[src/rtl/counter_monitor_pkg.sv]
// Shared definitions for the counter monitor: the checker FSM state encoding
// and its width. The encoding is visible on state_o for debug.
package counter_monitor_pkg;

    localparam int STATE_W = 2;

    // Checker states; the numeric values are exposed on state_o.
    typedef enum logic [STATE_W-1:0] {
        ST_IDLE  = 2'd0,
        ST_SYNC  = 2'd1,
        ST_CHECK = 2'd2,
        ST_HALT  = 2'd3
    } state_e;

endpackage : counter_monitor_pkg

[src/rtl/cnt_ref_model.sv]
// Reference model of the observed counter. It holds the expected count and
// advances it independently of the observed value once loaded, so a stuck or
// skipping counter keeps producing mismatches rather than being re-synced.
module cnt_ref_model #(
    parameter int WIDTH = 4
) (
    input  logic             clk,
    input  logic             rstb,
    input  logic             load,
    input  logic [WIDTH-1:0] load_val,
    input  logic             inc,
    output logic [WIDTH-1:0] exp,
    output logic             wrap_nxt
);

    logic [WIDTH-1:0] exp_q;
    logic [WIDTH-1:0] exp_d;

    // Next expected count: a load (re-sync) wins over an increment.
    always_comb begin
        exp_d = exp_q;
        if (load) begin
            exp_d = load_val;
        end else if (inc) begin
            exp_d = exp_q + WIDTH'(1);
        end
    end

    // Expected-count register, cleared together with the observed counter.
    always_ff @(posedge clk or negedge rstb) begin
        if (!rstb) begin
            exp_q <= '0;
        end else begin
            exp_q <= exp_d;
        end
    end

    assign exp = exp_q;

    // The expected count rolls over from all-ones to zero at the next edge.
    assign wrap_nxt = inc && !load && (&exp_q);

endmodule : cnt_ref_model

[src/rtl/counter_monitor.sv]
// Passive checker for a modulo-2^WIDTH enable counter. It re-syncs its
// reference model to the observed count for one cycle, then predicts every
// following value and flags, counts and captures any disagreement.
module counter_monitor
    import counter_monitor_pkg::*;
#(
    parameter int WIDTH       = 4,
    parameter int ERR_CNT_W   = 8,
    parameter bit STOP_ON_ERR = 1'b0
) (
    input  logic                 clk,
    input  logic                 rstb,
    input  logic                 chk_en,
    input  logic                 clr_err,
    input  logic                 in,
    input  logic [WIDTH-1:0]     q,
    output logic                 err,
    output logic                 err_sticky,
    output logic [ERR_CNT_W-1:0] err_cnt,
    output logic                 first_vld,
    output logic [WIDTH-1:0]     first_exp,
    output logic [WIDTH-1:0]     first_obs,
    output logic                 wrap,
    output logic [STATE_W-1:0]   state_o
);

    state_e                 state_q;
    logic                   err_q;
    logic                   wrap_q;

    logic                   sticky_q;
    logic                   sticky_d;
    logic [ERR_CNT_W-1:0]   cnt_q;
    logic [ERR_CNT_W-1:0]   cnt_d;
    logic                   fvld_q;
    logic                   fvld_d;
    logic [WIDTH-1:0]       fexp_q;
    logic [WIDTH-1:0]       fexp_d;
    logic [WIDTH-1:0]       fobs_q;
    logic [WIDTH-1:0]       fobs_d;

    logic [WIDTH-1:0]       exp_w;
    logic                   wrap_nxt_w;
    logic                   load_w;
    logic [WIDTH-1:0]       load_val_w;
    logic                   inc_w;
    logic                   mismatch_w;

    // The SYNC cycle adopts the value the counter will hold after this edge.
    assign load_w     = (state_q == ST_SYNC);
    assign load_val_w = q + {{(WIDTH-1){1'b0}}, in};

    // The model only advances while actively checking; IDLE and HALT freeze it.
    assign inc_w      = (state_q == ST_CHECK) && in;

    cnt_ref_model #(
        .WIDTH    (WIDTH)
    ) u_ref (
        .clk      (clk),
        .rstb     (rstb),
        .load     (load_w),
        .load_val (load_val_w),
        .inc      (inc_w),
        .exp      (exp_w),
        .wrap_nxt (wrap_nxt_w)
    );

    // Comparisons happen only in CHECK; the result is registered into err.
    assign mismatch_w = (state_q == ST_CHECK) && (q != exp_w);

    // Checker FSM plus its registered one-cycle pulses.
    always_ff @(posedge clk or negedge rstb) begin
        if (!rstb) begin
            state_q <= ST_IDLE;
            err_q   <= 1'b0;
            wrap_q  <= 1'b0;
        end else begin
            err_q  <= mismatch_w;
            wrap_q <= wrap_nxt_w;
            case (state_q)
                ST_IDLE: begin
                    if (chk_en) begin
                        state_q <= ST_SYNC;
                    end
                end
                ST_SYNC: begin
                    state_q <= chk_en ? ST_CHECK : ST_IDLE;
                end
                ST_CHECK: begin
                    if (!chk_en) begin
                        state_q <= ST_IDLE;
                    end else if (STOP_ON_ERR && mismatch_w) begin
                        state_q <= ST_HALT;
                    end
                end
                ST_HALT: begin
                    // Disabling the checker outranks a restart request.
                    if (!chk_en) begin
                        state_q <= ST_IDLE;
                    end else if (clr_err) begin
                        state_q <= ST_SYNC;
                    end
                end
                default: begin
                    state_q <= ST_IDLE;
                end
            endcase
        end
    end

    // Error status next state: a clear is applied first, then a coincident
    // mismatch is recorded on top of the cleared values.
    always_comb begin
        sticky_d = sticky_q;
        cnt_d    = cnt_q;
        fvld_d   = fvld_q;
        fexp_d   = fexp_q;
        fobs_d   = fobs_q;
        if (clr_err) begin
            sticky_d = 1'b0;
            cnt_d    = '0;
            fvld_d   = 1'b0;
            fexp_d   = '0;
            fobs_d   = '0;
        end
        if (mismatch_w) begin
            sticky_d = 1'b1;
            if (cnt_d != {ERR_CNT_W{1'b1}}) begin
                cnt_d = cnt_d + ERR_CNT_W'(1);
            end
            if (!fvld_d) begin
                fvld_d = 1'b1;
                fexp_d = exp_w;
                fobs_d = q;
            end
        end
    end

    // Error status registers; held in every state until cleared or reset.
    always_ff @(posedge clk or negedge rstb) begin
        if (!rstb) begin
            sticky_q <= 1'b0;
            cnt_q    <= '0;
            fvld_q   <= 1'b0;
            fexp_q   <= '0;
            fobs_q   <= '0;
        end else begin
            sticky_q <= sticky_d;
            cnt_q    <= cnt_d;
            fvld_q   <= fvld_d;
            fexp_q   <= fexp_d;
            fobs_q   <= fobs_d;
        end
    end

    assign err        = err_q;
    assign err_sticky = sticky_q;
    assign err_cnt    = cnt_q;
    assign first_vld  = fvld_q;
    assign first_exp  = fexp_q;
    assign first_obs  = fobs_q;
    assign wrap       = wrap_q;
    assign state_o    = state_q;

endmodule : counter_monitor

[config.mk]
export PLATFORM = sky130hd
export DESIGN_NAME = counter_monitor
export DESIGN_NICKNAME = d
export VERILOG_FILES = /design/src/rtl/counter_monitor_pkg.sv /design/src/rtl/cnt_ref_model.sv /design/src/rtl/counter_monitor.sv
export SDC_FILE = /design/constraint.sdc
export NUM_CORES = 1
export LEC_CHECK = 0
export CAP_MARGIN = 40
export CORE_UTILIZATION = 40
export DETAILED_ROUTE_END_ITERATION = 8
export PLACE_DENSITY_LB_ADDON = 0.1
export SETUP_SLACK_MARGIN = 0.15
export SLEW_MARGIN = 20
export SYNTH_ARGS = -nofsm -noshare
export SYNTH_HDL_FRONTEND = slang
export SYNTH_SLANG_ARGS = --single-unit
[constraint.sdc]
create_clock -name clk -period 3.25 [get_ports clk]
set_input_delay 0.65 -clock clk [delete_from_list [all_inputs] [get_ports clk]]
set_output_delay 0.65 -clock clk [all_outputs]
set_load 0.005 [all_outputs]
Word level (Yosys, flattened, before mapping)
Index checks and enable logic that the tools add are counted.
{"block": "classes", "add_sub_neg": 3, "n_mul": 0, "n_reduce_logical": 10, "n_lt_le_gt_ge": 0, "eq_ne": 8, "muxes": 21, "bitwise_logic": 0, "n_div": 0, "shift": 0}
{"operator": "$mux W4", "count": 8}
{"operator": "$mux W8", "count": 3}
{"operator": "$mux W2", "count": 5}
{"operator": "$add A8 B1 Y8 const B", "count": 1}
{"operator": "$ne A8 B8 Y1 const B", "count": 1}
{"operator": "$pmux W2 S4", "count": 1}
{"operator": "$add A4 B1 Y4", "count": 1}
{"operator": "$add A4 B1 Y4 const B", "count": 1}
{"operator": "$eq A2 B2 Y1 const B", "count": 2}
{"operator": "$logic_and A1 B1 Y1", "count": 4}
{"operator": "$mux W1", "count": 4}
{"operator": "$ne A2 B2 Y1 const B", "count": 2}
{"operator": "$ne A4 B4 Y1", "count": 1}
{"operator": "$reduce_and A4 Y1", "count": 1}
{"operator": "$reduce_bool A2 Y1", "count": 2}
{"operator": "$ne A3 B3 Y1 const B", "count": 1}
{"operator": "$reduce_and A3 Y1", "count": 1}
{"operator": "$eq A2 B1 Y1 const B", "count": 1}
{"operator": "$logic_not A2 Y1", "count": 1}
{"operator": "$logic_not A1 Y1", "count": 1}
{"block": "totals", "mem_count": 0, "reg_bits": 26, "output_inout_bits": 22, "ram_bits": 0, "rom_bits": 0, "inputBits": 9, "latchBits": 0}

Depth between registers and ports, before layout
{"block": "logic_depth", "word_depth": 4, "depth_mapped": 6, "mapped_depth_nobuf": 6}

Cells and area by module
A second synthesis with hierarchy kept.
{"block": "unflattened", "hier_cells": 109, "hier_area_um2": 1201.2}
{"module": "counter_monitor", "area_each_um2": 985.9, "cells_per_inst": 88, "seq_area_each_um2": 550.5, "instances": 1}
{"module": "cnt_ref_model", "area_each_um2": 215.2, "cells_per_inst": 21, "seq_area_each_um2": 100.1, "instances": 1}

Worst setup path after synthesis
No wires, ideal clock.
{"block": "synth_path", "path_kind": "input-to-reg", "start": "input q[1]", "end": "register fexp_q[0], in the netlist first_exp[0]", "n_path_buf": 1, "cell_stages": 5, "path_slack_ps": 1406, "arrival_time_ps": 1723, "required_time_ps": 3129, "cell_sequence": "xor2_1 > o41ai_2 > buf_4 > a21oi_2 > a22o_1"}
{"block": "synth_between", "elab_chain_cells": 3}
{"element": "start: declaration", "line_no": "counter_monitor.sv:16", "rtl": "input logic [WIDTH-1:0] q,"}
{"element": "$ne A4 B4 Y1", "line_no": "counter_monitor.sv:69", "rtl": "assign mismatch_w = (state_q == ST_CHECK) && (q != exp_w);"}
{"element": "$logic_and A1 B1 Y1", "line_no": "counter_monitor.sv:69"}
{"element": "$mux W4", "line_no": "counter_monitor.sv:126", "rtl": "if (mismatch_w) begin"}
{"element": "named net fexp_d[0]", "line_no": "counter_monitor.sv:38", "rtl": "logic [WIDTH-1:0] fexp_d;"}
{"element": "end signal: assignment", "line_no": "counter_monitor.sv:151", "rtl": "fexp_q <= fexp_d;"}
{"element": "end: declaration", "line_no": "counter_monitor.sv:37", "rtl": "logic [WIDTH-1:0] fexp_q;"}
The timed path passes the listed nets, and every way through them passes these cells.
A chain may end at the register's enable or synchronous reset.

Worst setup path after layout
{"block": "layout_path", "start": "input q[1]", "end": "register fexp_q[0], in the netlist first_exp[0]"}
{"block": "layout_between", "elab_chain_cells": 3}
{"element": "$ne A4 B4 Y1", "line_no": "counter_monitor.sv:69"}
{"element": "$logic_and A1 B1 Y1", "line_no": "counter_monitor.sv:69"}
{"element": "named net mismatch_w", "line_no": "counter_monitor.sv:47", "rtl": "logic mismatch_w;"}
{"element": "$mux W4", "line_no": "counter_monitor.sv:126"}
{"element": "named net fexp_d[0]", "line_no": "counter_monitor.sv:38"}
The timed path passes the listed nets, and every way through them passes these cells.

==> results_dict.tcl <==
set metrics [dict create \
    cpLargestDelayFamily "compound AO/OA/AOI/OAI gates" \
    cts_buffers 3 \
    power.share.clock 0.195 \
    max_freq_mhz 443 \
    slowest_delay_ns 0.57 \
    powerDensity_nw_per_um2 507 \
    clk-insertion-delay-late_ns 0.32 \
    p_int_mw 0.579 \
    grt_overflow_total 0 \
    routedWlPerCell_um 13.5 \
    instances_no_fill 194 \
    ir_drop_mv 0.225 \
    post-route-period-util 0.694 \
    synthCells 119 \
    r2r_cells 5 \
    ys_ff_latch 26 \
    grt_max_degree 27 \
    holdPathStages 1 \
    cts_tree "done" \
    synth_compound_area_frac 0.221 \
    report.final.slew_viol_count 0 \
    synth_simple_gate_area_frac 0.127 \
    place_hpwl_um 1860 \
    maxSlewHeadroom 0.638 \
    vias 1020 \
    htreeDepth 1 \
    start_util 0.420 \
    worst_pin_slew_ns 0.539 \
    end_kind "flop" \
    drc 0 \
    crit_chain "clkdlybuf4s50_1, xor2_1, o41ai_2, inv_2, a21oi_4, a22o_1" \
    drtPass1Iterations 4 \
    final_cell_mix "clkdlybuf4s50_1 (30), dfrtp_1 (26), nand2_1 (9)" \
    gp_congestion 0.797 \
    diodes 0 \
    cts_hold_buf 0 \
    p_sw_mw 0.266 \
    setup_tns_ns 0 \
    maxCapViolCount 0 \
    post_cts_buffers 0 \
    core_um2 3050 \
    clk_pin_slew_ns 0.14 \
    antenna_found_initial 0 \
    layout_commonest_cell "clkdlybuf4s50_1" \
    syn_area_per_cell_um2 10.8 \
    synth_warnings 0 \
    cp.depth 6 \
    synth_xor_area_frac 0.0682 \
    synthAdderAreaFrac 0.0292 \
    clock-sinks 26 \
    rsz0062_at_grt "no" \
    synthToLayoutAreaGrowth_pct 29.7 \
    crit_type "in -> reg" \
    std_cell_rows 20 \
    vias_per_cell 5.26 \
    min_period_ns 2.26 \
    ys_dominant_reg_cell "dfrtp_1" \
    crit_start "q[1]" \
    critPathBufInv 2 \
    die_w_um 58.7 \
    synth_top_family_by_area "compound AO/OA/AOI/OAI gates" \
    root_buffer "clkbuf_4" \
    ios 31 \
    arrival_ns 2.52 \
    grt_pass1_wl_um 4510 \
    synth-seq-area-share 0.507 \
    drt-initial-drc-count 51 \
    synth_cell_types 39 \
    synthArstFlopShare 1.00 \
    dpl.cell_count 190 \
    r2r-start "state_o[1]" \
    worstHoldPathType "reg -> reg" \
    setup-violations-final 0 \
    port_buffers 30 \
    seqPwrFrac 0.529 \
    drt-total-wl_um 2630 \
    swShare 0.314 \
    finalHoldViolations 0 \
    synth_area_um2 1280 \
    crit_required_ns 3.52 \
    status "finished clean" \
    clk_path_buf_depth 2 \
    skew_ns 0.00598 \
    ant_nets 0 \
    grt_pass1_vias 969 \
    worst_path_max_delay_cell "o41ai_2" \
    synthMuxAreaShare 0.00780 \
    die_area_um2 3440 \
    fin_nets 163 \
    synth_edf_count 0 \
    p_comb_frac 0.275 \
    die-height_um 58.7 \
    synth_fp_nets 131 \
    ctsResizeCount 0 \
    grt_use_total 0.171 \
    p_leak_nw 0.678 \
    cp_max_fo 8 \
    hp-start "err_sticky" \
    cp-start-kind "primary input" \
    drive_gt1_frac 0.0933 \
]
-- path summary, 6_finish.rpt --
check	slack (ns)	to
min reg2reg	0.52	err_sticky
min in group asynchronous	0.67	first_exp[3]
max	0.99	first_exp[0]
max in group asynchronous	2.33	u_ref.exp[2]
min	0.52	err_sticky
max reg2reg	1.15	err_cnt[6]
-- per-stage QoR --
| stage | setup slack, ns | hold WS, ns | total power [mW] | area, um^2 | util |
|---|---|---|---|---|---|
| 2_1_floorplan | 1.41 | 0.354 | 0.573 | 1280 | - |
| 3_5_place_dp | 0.645 | 0.486 | 0.691 | 1630 | 0.534 |
| 4_1_cts | 0.975 | 0.516 | 0.860 | 1670 | 0.545 |
| 5_1_grt | 0.824 | 0.531 | 0.906 | 1670 | 0.545 |
| 3_3_place_gp | 0.694 | 0.474 | 0.684 | 1630 | 0.534 |
| 6_report | 0.993 | 0.515 | 0.845 | 1670 | 0.545 |
-- cells by family after synthesis --
logic type | after synthesis
and+or+nand+nor | 31
muxes | 1
AOI/OAI and AO/OA | 36
DFF | 26
xor gates and xnor gates | 10
buffers and inverters | 12
adders and majority gates | 3
-- power groups by stage --
stage | clock network [mW] | registers, mW | logic (mW)
after floorplan | 0 | 0.429 | 0.144
after global placement | 0 | 0.453 | 0.231
after detailed placement | 0 | 0.455 | 0.235
after CTS | 0.175 | 0.448 | 0.237
after global routing | 0.187 | 0.459 | 0.259
final | 0.165 | 0.447 | 0.233
-- per-layer routing --
layer	up-vias	wire length, um	global-route usage	part of all wire
met5	-	0	0	0
met4	0	19	0.0646	0.0072
met3	2	112	0.0286	0.043
met2	25	1180	0.259	0.45
met1	496	1310	0.245	0.50
li1	497	-	-	-
-- sequential cells by signal (all words and copies together) (netlist names) --
register,flops
err,1
u_ref.exp,4
state_o,2
first_vld,1
wrap,1
err_sticky,1
first_exp,4
err_cnt,8
first_obs,4
-- final cells by class --
type | count | area (um^2)
fill | 309 | 1390
sequential | 26 | 651
multi-input combinational | 81 | 582
timing repair buffer | 32 | 315
tap | 44 | 55.1
clock buffer | 4 | 36.3
inverter | 7 | 26.3
-- cells in the mapped netlist, types with 3 or more instances --
cell type / instances / area [um^2]
dfrtp_1: 26 / 651
nand2_1: 9 / 33.8
a22o_1: 8 / 70.1
a21oi_1: 6 / 30.0
inv_1: 6 / 22.5
xor2_1: 6 / 52.6
o21ai_0: 5 / 25.0
nand3_1: 4 / 20.0
nor2_1: 4 / 15.0
xnor2_1: 4 / 35.0
ha_1: 3 / 37.5
o211ai_1: 3 / 22.5
Note: power is estimated with default switching activity, not from simulation.
